File: src/rtl/cache_pkg.sv
// Shared types and ACE encodings for the cache-side request engine.
package cache_pkg;

  typedef enum logic [2:0] {
    IDLE,
    AR_SEND,
    R_RECV,
    AW_SEND,
    W_SEND,
    B_WAIT,
    DONE
  } ace_state_t;

  typedef enum logic [1:0] {
    REQ_READ,
    REQ_WRITE,
    REQ_INV
  } req_kind_t;

  localparam logic [3:0] ARSNOOP_READSHARED  = 4'b0001;
  localparam logic [3:0] ARSNOOP_CLEANUNIQUE = 4'b1011;
  localparam logic [2:0] AWSNOOP_WRITEBACK   = 3'b011;
  localparam logic [1:0] RESP_OKAY           = 2'b00;

  // SLVERR and DECERR both carry bit 1 of the response field.
  function automatic logic resp_is_err(input logic [1:0] resp);
    return resp[1];
  endfunction

endpackage

File: src/rtl/ace_request_engine_if.sv
// ACE read/write channel bundle between the request engine (master) and the interconnect.
interface ace_request_engine_if #(
  parameter int ADDR_WIDTH = 32,
  parameter int DATA_WIDTH = 32
) ();
  logic [ADDR_WIDTH-1:0] araddr;
  logic [7:0]            arlen;
  logic [3:0]            arsnoop;
  logic                  arvalid;
  logic                  arready;
  logic [DATA_WIDTH-1:0] rdata;
  logic [3:0]            rresp;
  logic                  rlast;
  logic                  rvalid;
  logic                  rready;
  logic                  rack;
  logic [ADDR_WIDTH-1:0] awaddr;
  logic [7:0]            awlen;
  logic [2:0]            awsnoop;
  logic                  awvalid;
  logic                  awready;
  logic [DATA_WIDTH-1:0] wdata;
  logic                  wlast;
  logic                  wvalid;
  logic                  wready;
  logic [1:0]            bresp;
  logic                  bvalid;
  logic                  bready;
  logic                  wack;

  modport master (
    output araddr, arlen, arsnoop, arvalid, input arready,
    input rdata, rresp, rlast, rvalid, output rready, rack,
    output awaddr, awlen, awsnoop, awvalid, input awready,
    output wdata, wlast, wvalid, input wready,
    input bresp, bvalid, output bready, wack
  );

  modport slave (
    input araddr, arlen, arsnoop, arvalid, output arready,
    output rdata, rresp, rlast, rvalid, input rready, rack,
    input awaddr, awlen, awsnoop, awvalid, output awready,
    input wdata, wlast, wvalid, output wready,
    output bresp, bvalid, input bready, wack
  );
endinterface

File: src/rtl/ace_line_buffer.sv
// Cache-line register shared by read fills and writebacks, with its beat counter.
module ace_line_buffer #(
  parameter int DATA_WIDTH = 32,
  parameter int BEATS      = 4
) (
  input  logic                          clk,
  input  logic                          reset,
  input  logic                          load,
  input  logic [BEATS*DATA_WIDTH-1:0]   load_line,
  input  logic                          fill_we,
  input  logic [DATA_WIDTH-1:0]         fill_data,
  input  logic                          clr,
  input  logic                          adv,
  output logic [BEATS*DATA_WIDTH-1:0]   line,
  output logic [DATA_WIDTH-1:0]         beat_data,
  output logic [$clog2(BEATS)-1:0]      beat,
  output logic                          last_beat
);
  localparam int CNT_W = $clog2(BEATS);

  logic [BEATS-1:0][DATA_WIDTH-1:0] line_q;
  logic [CNT_W-1:0]                 beat_q;

  always_ff @(posedge clk) begin
    if (reset) begin
      line_q <= '0;
      beat_q <= '0;
    end else begin
      if (load)
        line_q <= load_line;
      else if (fill_we)
        line_q[beat_q] <= fill_data;
      if (clr)
        beat_q <= '0;
      else if (adv)
        beat_q <= beat_q + 1'b1;
    end
  end

  assign line      = line_q;
  assign beat_data = line_q[beat_q];
  assign beat      = beat_q;
  assign last_beat = (beat_q == CNT_W'(BEATS - 1));
endmodule

File: src/rtl/ace_request_engine.sv
// Turns cache-controller read/write/invalidate requests into multi-beat ACE transactions.
//   state   | meaning
//   IDLE    | sample requests (write > invalidate > read)
//   AR_SEND | read address valid, waiting for arready
//   R_RECV  | collecting read beats (one beat for invalidate)
//   AW_SEND | writeback address valid, waiting for awready
//   W_SEND  | serialising the victim line
//   B_WAIT  | waiting for write response
//   DONE    | one-cycle completion pulse
module ace_request_engine
  import cache_pkg::*;
#(
  parameter int  ADDR_WIDTH = 32,
  parameter int  DATA_WIDTH = 32,
  parameter int  BEATS      = 4,
  localparam int LINE_WIDTH = DATA_WIDTH * BEATS
) (
  input  logic                  clk,
  input  logic                  reset,
  input  logic                  read_req,
  input  logic                  write_req,
  input  logic                  invalid_req,
  input  logic [ADDR_WIDTH-1:0] req_addr,
  input  logic [LINE_WIDTH-1:0] wb_line,
  output logic                  ace_ready,
  output logic [LINE_WIDTH-1:0] fill_line,
  output logic                  fill_shared,
  output logic                  resp_err,
  ace_request_engine_if.master  bus
);
  ace_state_t            state_q, state_d;
  req_kind_t             kind_q;
  logic [ADDR_WIDTH-1:0] addr_q;
  logic                  err_q, shared_q;

  logic [$clog2(BEATS)-1:0] beat;
  logic                     last_beat;
  logic [DATA_WIDTH-1:0]    beat_data;
  logic                     accept, r_hs, w_hs, final_beat;

  assign accept     = (state_q == IDLE) && (write_req || invalid_req || read_req);
  assign r_hs       = (state_q == R_RECV) && bus.rvalid;
  assign w_hs       = (state_q == W_SEND) && bus.wready;
  assign final_beat = (kind_q == REQ_INV) || last_beat;

  ace_line_buffer #(.DATA_WIDTH(DATA_WIDTH), .BEATS(BEATS)) u_line (
    .clk       (clk),
    .reset     (reset),
    .load      (accept && write_req),
    .load_line (wb_line),
    .fill_we   (r_hs && (kind_q == REQ_READ)),
    .fill_data (bus.rdata),
    .clr       (((state_q == AR_SEND) && bus.arready) || ((state_q == AW_SEND) && bus.awready)),
    .adv       (r_hs || w_hs),
    .line      (fill_line),
    .beat_data (beat_data),
    .beat      (beat),
    .last_beat (last_beat)
  );

  always_ff @(posedge clk) begin
    if (reset) begin
      state_q  <= IDLE;
      kind_q   <= REQ_READ;
      addr_q   <= '0;
      err_q    <= 1'b0;
      shared_q <= 1'b0;
    end else begin
      state_q <= state_d;
      if (accept) begin
        addr_q <= req_addr;
        err_q  <= 1'b0;
        kind_q <= write_req ? REQ_WRITE : (invalid_req ? REQ_INV : REQ_READ);
      end
      // rlast is only flagged, never trusted to end the burst
      if (r_hs) begin
        if (resp_is_err(bus.rresp[1:0]) || (bus.rlast != final_beat))
          err_q <= 1'b1;
        if (final_beat && (kind_q == REQ_READ))
          shared_q <= bus.rresp[3];
      end
      if ((state_q == B_WAIT) && bus.bvalid && resp_is_err(bus.bresp))
        err_q <= 1'b1;
    end
  end

  always_comb begin
    state_d = state_q;
    case (state_q)
      IDLE:    if (write_req)                   state_d = AW_SEND;
               else if (invalid_req || read_req) state_d = AR_SEND;
      AR_SEND: if (bus.arready)                 state_d = R_RECV;
      R_RECV:  if (bus.rvalid && final_beat)    state_d = DONE;
      AW_SEND: if (bus.awready)                 state_d = W_SEND;
      W_SEND:  if (bus.wready && last_beat)     state_d = B_WAIT;
      B_WAIT:  if (bus.bvalid)                  state_d = DONE;
      DONE:                                     state_d = IDLE;
      default:                                  state_d = IDLE;
    endcase
  end

  assign bus.arvalid = (state_q == AR_SEND);
  assign bus.araddr  = addr_q;
  assign bus.arlen   = (kind_q == REQ_INV) ? 8'd0 : 8'(BEATS - 1);
  assign bus.arsnoop = (kind_q == REQ_INV) ? ARSNOOP_CLEANUNIQUE : ARSNOOP_READSHARED;
  assign bus.rready  = (state_q == R_RECV);
  assign bus.rack    = (state_q == DONE) && (kind_q != REQ_WRITE);
  assign bus.awvalid = (state_q == AW_SEND);
  assign bus.awaddr  = addr_q;
  assign bus.awlen   = 8'(BEATS - 1);
  assign bus.awsnoop = AWSNOOP_WRITEBACK;
  assign bus.wvalid  = (state_q == W_SEND);
  assign bus.wdata   = beat_data;
  assign bus.wlast   = (state_q == W_SEND) && last_beat;
  assign bus.bready  = (state_q == B_WAIT);
  assign bus.wack    = (state_q == DONE) && (kind_q == REQ_WRITE);

  assign ace_ready   = (state_q == DONE);
  assign resp_err    = (state_q == DONE) && err_q;
  assign fill_shared = shared_q;
endmodule
File: src/flat_wrapper.sv
// flat-port wrapper written by rule: the top's interface ports become plain ports
module ace_request_engine_flat import cache_pkg::*;
#(
  parameter int  ADDR_WIDTH = 32,
  parameter int  DATA_WIDTH = 32,
  parameter int  BEATS      = 4,
  localparam int LINE_WIDTH = DATA_WIDTH * BEATS
)
  (clk, reset, read_req, write_req, invalid_req, req_addr, wb_line, ace_ready, fill_line, fill_shared, resp_err, bus_araddr, bus_arlen, bus_arsnoop, bus_arvalid, bus_arready, bus_rdata, bus_rresp, bus_rlast, bus_rvalid, bus_rready, bus_rack, bus_awaddr, bus_awlen, bus_awsnoop, bus_awvalid, bus_awready, bus_wdata, bus_wlast, bus_wvalid, bus_wready, bus_bresp, bus_bvalid, bus_bready, bus_wack);
  ace_request_engine_if #(.ADDR_WIDTH(ADDR_WIDTH), .DATA_WIDTH(DATA_WIDTH)) bus_i ();
  input  logic clk;
  input  logic reset;
  input  logic read_req;
  input  logic write_req;
  input  logic invalid_req;
  input  logic [ADDR_WIDTH-1:0] req_addr;
  input  logic [LINE_WIDTH-1:0] wb_line;
  output logic ace_ready;
  output logic [LINE_WIDTH-1:0] fill_line;
  output logic fill_shared;
  output logic resp_err;
  output wire logic [$bits(bus_i.araddr)-1:0] bus_araddr;
  output wire logic [$bits(bus_i.arlen)-1:0] bus_arlen;
  output wire logic [$bits(bus_i.arsnoop)-1:0] bus_arsnoop;
  output wire logic [$bits(bus_i.arvalid)-1:0] bus_arvalid;
  input wire logic [$bits(bus_i.arready)-1:0] bus_arready;
  input wire logic [$bits(bus_i.rdata)-1:0] bus_rdata;
  input wire logic [$bits(bus_i.rresp)-1:0] bus_rresp;
  input wire logic [$bits(bus_i.rlast)-1:0] bus_rlast;
  input wire logic [$bits(bus_i.rvalid)-1:0] bus_rvalid;
  output wire logic [$bits(bus_i.rready)-1:0] bus_rready;
  output wire logic [$bits(bus_i.rack)-1:0] bus_rack;
  output wire logic [$bits(bus_i.awaddr)-1:0] bus_awaddr;
  output wire logic [$bits(bus_i.awlen)-1:0] bus_awlen;
  output wire logic [$bits(bus_i.awsnoop)-1:0] bus_awsnoop;
  output wire logic [$bits(bus_i.awvalid)-1:0] bus_awvalid;
  input wire logic [$bits(bus_i.awready)-1:0] bus_awready;
  output wire logic [$bits(bus_i.wdata)-1:0] bus_wdata;
  output wire logic [$bits(bus_i.wlast)-1:0] bus_wlast;
  output wire logic [$bits(bus_i.wvalid)-1:0] bus_wvalid;
  input wire logic [$bits(bus_i.wready)-1:0] bus_wready;
  input wire logic [$bits(bus_i.bresp)-1:0] bus_bresp;
  input wire logic [$bits(bus_i.bvalid)-1:0] bus_bvalid;
  output wire logic [$bits(bus_i.bready)-1:0] bus_bready;
  output wire logic [$bits(bus_i.wack)-1:0] bus_wack;
  assign bus_araddr = bus_i.araddr;
  assign bus_arlen = bus_i.arlen;
  assign bus_arsnoop = bus_i.arsnoop;
  assign bus_arvalid = bus_i.arvalid;
  assign bus_i.arready = bus_arready;
  assign bus_i.rdata = bus_rdata;
  assign bus_i.rresp = bus_rresp;
  assign bus_i.rlast = bus_rlast;
  assign bus_i.rvalid = bus_rvalid;
  assign bus_rready = bus_i.rready;
  assign bus_rack = bus_i.rack;
  assign bus_awaddr = bus_i.awaddr;
  assign bus_awlen = bus_i.awlen;
  assign bus_awsnoop = bus_i.awsnoop;
  assign bus_awvalid = bus_i.awvalid;
  assign bus_i.awready = bus_awready;
  assign bus_wdata = bus_i.wdata;
  assign bus_wlast = bus_i.wlast;
  assign bus_wvalid = bus_i.wvalid;
  assign bus_i.wready = bus_wready;
  assign bus_i.bresp = bus_bresp;
  assign bus_i.bvalid = bus_bvalid;
  assign bus_bready = bus_i.bready;
  assign bus_wack = bus_i.wack;
  ace_request_engine #(.ADDR_WIDTH(ADDR_WIDTH), .DATA_WIDTH(DATA_WIDTH), .BEATS(BEATS)) u_core (.clk(clk), .reset(reset), .read_req(read_req), .write_req(write_req), .invalid_req(invalid_req), .req_addr(req_addr), .wb_line(wb_line), .ace_ready(ace_ready), .fill_line(fill_line), .fill_shared(fill_shared), .resp_err(resp_err), .bus(bus_i));
endmodule
File: config.mk
export PLATFORM = sky130hd
export DESIGN_NAME = ace_request_engine_flat
export DESIGN_NICKNAME = d
export VERILOG_FILES = /design/src/rtl/cache_pkg.sv /design/src/rtl/ace_request_engine_if.sv /design/src/rtl/ace_line_buffer.sv /design/src/rtl/ace_request_engine.sv /design/src/flat_wrapper.sv
export SDC_FILE = /design/constraint.sdc
export NUM_CORES = 1
export LEC_CHECK = 0
export ABC_AREA = 1
export CAP_MARGIN = 20
export CORE_MARGIN = 2
export CORE_UTILIZATION = 30
export CTS_BUF_LIST = sky130_fd_sc_hd__clkbuf_16
export DETAILED_ROUTE_END_ITERATION = 16
export GPL_ROUTABILITY_DRIVEN = 0
export PLACE_DENSITY = 0.64
export SYNTH_ARGS = -nofsm -noshare
export SYNTH_HDL_FRONTEND = slang
export SYNTH_SLANG_ARGS = --single-unit
File: constraint.sdc
create_clock -name clk -period 3.65 [get_ports clk]
set_clock_uncertainty 0.1 [all_clocks]
set_input_delay 0.73 -clock clk [delete_from_list [all_inputs] [get_ports clk]]
set_output_delay 0.73 -clock clk [all_outputs]
set_load 0.01 [all_outputs]
==> impl_metrics.csv <==
group,metric,value,unit
cts,clkTransAtPathRegs,0.06,ns
logic_synthesis,synth_top_family_by_area,"simple AND/OR/NAND/NOR gates",
global_routing,grt_pass1_vias,10829,
logic_synthesis,ys_types,27,
route,drc,0,
logic_synthesis,yosys.area_share.simple,0.3362,
critical_path,path_class,"reg -> out",
min_path,hold_class,"reg -> reg",
logic_synthesis,syn-mean-instance-area,5.975,µm²
die,io_pins,467,
die,initial_core_util,0.3052,
power_and_ir_drop,vdd_ir_drop_max,340.5,µV
die,die_h,186.2,µm
route,wl_per_cell,16.83,µm
logic_synthesis,synth-seq-cells,169,
cts,cts.repair.resized,0,
global_routing,antenna_found_initial,6,
logic_synthesis,ys_warn_count,0,
cts,clock_latency,0.44,ns
critical_path,crit_chain,"buf_4 > ha_2 > inv_1 > nor2_1 > clkdlybuf4s50_1",
timing,rsz0062_at_grt,"false",
cts,numCtsBuffers,17,
cts,cts_tree,"done",
logic_synthesis,synthesis.instances,1666,
timing,drv_slew,0,
route,ant_nets,0,
finish,final_nets,2221,
critical_path,crit_path_top_delay_cell,"ha_2",
finish,synthToLayoutAreaGrowth,49.89,%
critical_path,worst-path-buf-inv,3,
die,dieArea,34660,µm²
cts,htree_levels,4,
critical_path,worstPathArrival,2.56,ns
flow_run,drv_cap,0,
cts,postCtsHoldBufs,0,
global_routing,grt_max_degree,115,
global_routing,grt_usage,0.2345,
logic_synthesis,synthMuxAreaShare,0,
logic_synthesis,yosys.area.top_type,"dfxtp_1",
power_and_ir_drop,power.density,689.7,nW/µm²
route,drtPass1Iterations,5,
logic_synthesis,synth-xor-area-share,0,
status,status,"complete, no violations",
route,vias,11572,
placement,numPortBuffers,444,
timing,min_period_over_period,0.9283,
die,rows,66,
timing,hold_viol_final,0,
timing,tightest_slew,0.8436,ns
finish,drive_above_1_share,0.04107,
logic_synthesis,synth_compound_area_frac,0.1745,
critical_path,worstPathRequired,2.82,ns
cts,cts_root_buf,"clkbuf_16",
critical_path,cpLargestDelayFamily,"buffers and inverters",
timing,setup_viol,0,
placement,dpl.hpwl,29680,µm
cts,cts.path.max_buffers,2,
logic_synthesis,synthDominantCellAreaShare,0.3399,
power_and_ir_drop,p_leak,0.006275,µW
critical_path,worstSetupStartpointType,"flop",
critical_path,cp_max_fo,21,
logic_synthesis,syn_area,9955,µm²
route,wirelength,41600,µm
timing,slew_headroom,0.4376,
logic_synthesis,synth_sequential_area_ratio,0.3399,
power_and_ir_drop,power,10290,µW
critical_path,crit_path_end_kind,"output port",
logic_synthesis,synth.area.top_cells,"dfxtp_1 (34%), nand2_1 (20%), nor2_1 (10%)",
timing,fin_crit,3.388,ns
finish,fillers,3405,
die,coreArea,32620,µm²
cts,clock-sinks,169,
critical_path,critPathMaxStageDelay,0.60,ns
route,drt_iter0_drc,574,
logic_synthesis,synthAdderAreaFrac,0.005028,
die,die_width,186.2,µm
timing,fmax,295.1,MHz
route,post_drt_via_cell_ratio,4.683,
global_routing,grt_pass1_wl,61310,µm
timing,finalSetupTns,0,ns
global_routing,grt_overflow_total,0,
cts,post-cts-setup-buffers,0,
[metal layers]
layer	wire length, µm	GRT usage	up-vias
met5	0	0	-
met4	1007	0.08945	0
met3	3540	0.06367	54
met2	20650	0.4177	464
met1	16400	0.2670	5241
li1	-	-	5813
[stage by stage]
step | hold WS [ns] | worst slack [ns] | util | cells | cell area (µm²)
after floorplan | 0.3655 | 1.447 | - | 1683 | 10020
after global placement | 0.3334 | 0.7262 | 0.4406 | 2431 | 14370
after detailed placement | 0.3544 | 0.6983 | 0.4406 | 2431 | 14370
after CTS | 0.3636 | 0.2085 | 0.4568 | 2463 | 14900
after global routing | 0.3833 | 0.1475 | 0.4572 | 2468 | 14910
final | 0.3664 | 0.2618 | 0.4574 | 2471 | 14920
[layout by cell type (no fill, tap or decap), types with 2 or more instances in the layout]
cell type          n
nand2_1          536
clkinv_2           3
conb_1            19
inv_2              4
diode_2            8
dfxtp_1          168
clkbuf_16         17
o21ai_1           41
a21oi_1          136
buf_4             25
nor2_4             2
nor3_1             2
ha_2               4
nor2_1           273
inv_6              5
buf_12             6
clkdlybuf4s50_1  443
o21ai_0          156
a31oi_4            3
nand3_1           40
clkinvlp_4         5
inv_1            121
[kinds of logic after synthesis]
kind of cell | Yosys count
adder cells (fa/ha/maj) | 4
buffers and inverters | 294
AO/OA/AOI/OAI | 337
other | 2
flip-flops | 169
AND/OR/NAND/NOR | 860
[synthesized netlist by cell type, drive strengths merged]
cell type  count
nand2        538
nor2         277
o21ai        197
dfxtp        169
a21oi        136
inv          125
buf          106
clkbuf        63
nand3         42
a31oi          4
ha             4
conb           2
nor3           2
nand4          1
[worst register-to-register path, stage by stage (launching register included)]
cell and delay [ns]:
dfxtp_2 0.35, buf_4 0.32, ha_2 0.60, buf_4 0.41
nand3_4 0.11, nand2_2 0.39, buf_4 0.30, nand2_1 0.07
a21oi_1 0.12
[area by class of cell]
class	count	area [µm²]	share of cell area
Tap cell	442	553.0	0.03706
Antenna cell	8	20.02	0.001342
Clock buffer	17	425.4	0.02851
Inverter	125	473.0	0.03170
Timing Repair Buffer	475	4747	0.3182
Multi-Input combinational cell	1220	5215	0.3495
Sequential cell	169	3385	0.2268
Clock inverter	15	102.6	0.006876
[registers in the layout, summed over array words and instances (netlist names)]
signal              flops
u_core.state_q          3
u_core.err_q            1
u_core.kind_q           2
u_core.u_line.beat      2
u_core.bus.araddr      32
u_core.u_line.line    128
u_core.fill_shared      1
[power by group]
part	total [µW]	switching (µW)	internal (µW)	leakage, µW
registers	2850	453	2400	0.00139
clock network	1710	839	871	0.000253
logic	5730	3160	2560	0.00463
[final timing paths]
check                                                        start                                   end  slack, ns  cells after the start
worst min register to register     u_core.fill_shared$_SDFFE_PP0P_       u_core.fill_shared$_SDFFE_PP0P_       0.37                      2
worst max register to register  u_core.u_line.beat[0]$_SDFFE_PP0P_  u_core.u_line.line[126]$_SDFFE_PP0P_       0.81                      8
worst max-delay path            u_core.u_line.beat[0]$_SDFFE_PP0P_                             bus_wlast       0.26                      5
worst min-delay path               u_core.fill_shared$_SDFFE_PP0P_       u_core.fill_shared$_SDFFE_PP0P_       0.37                      2
No activity file was read; power rests on OpenSTA's default activity.
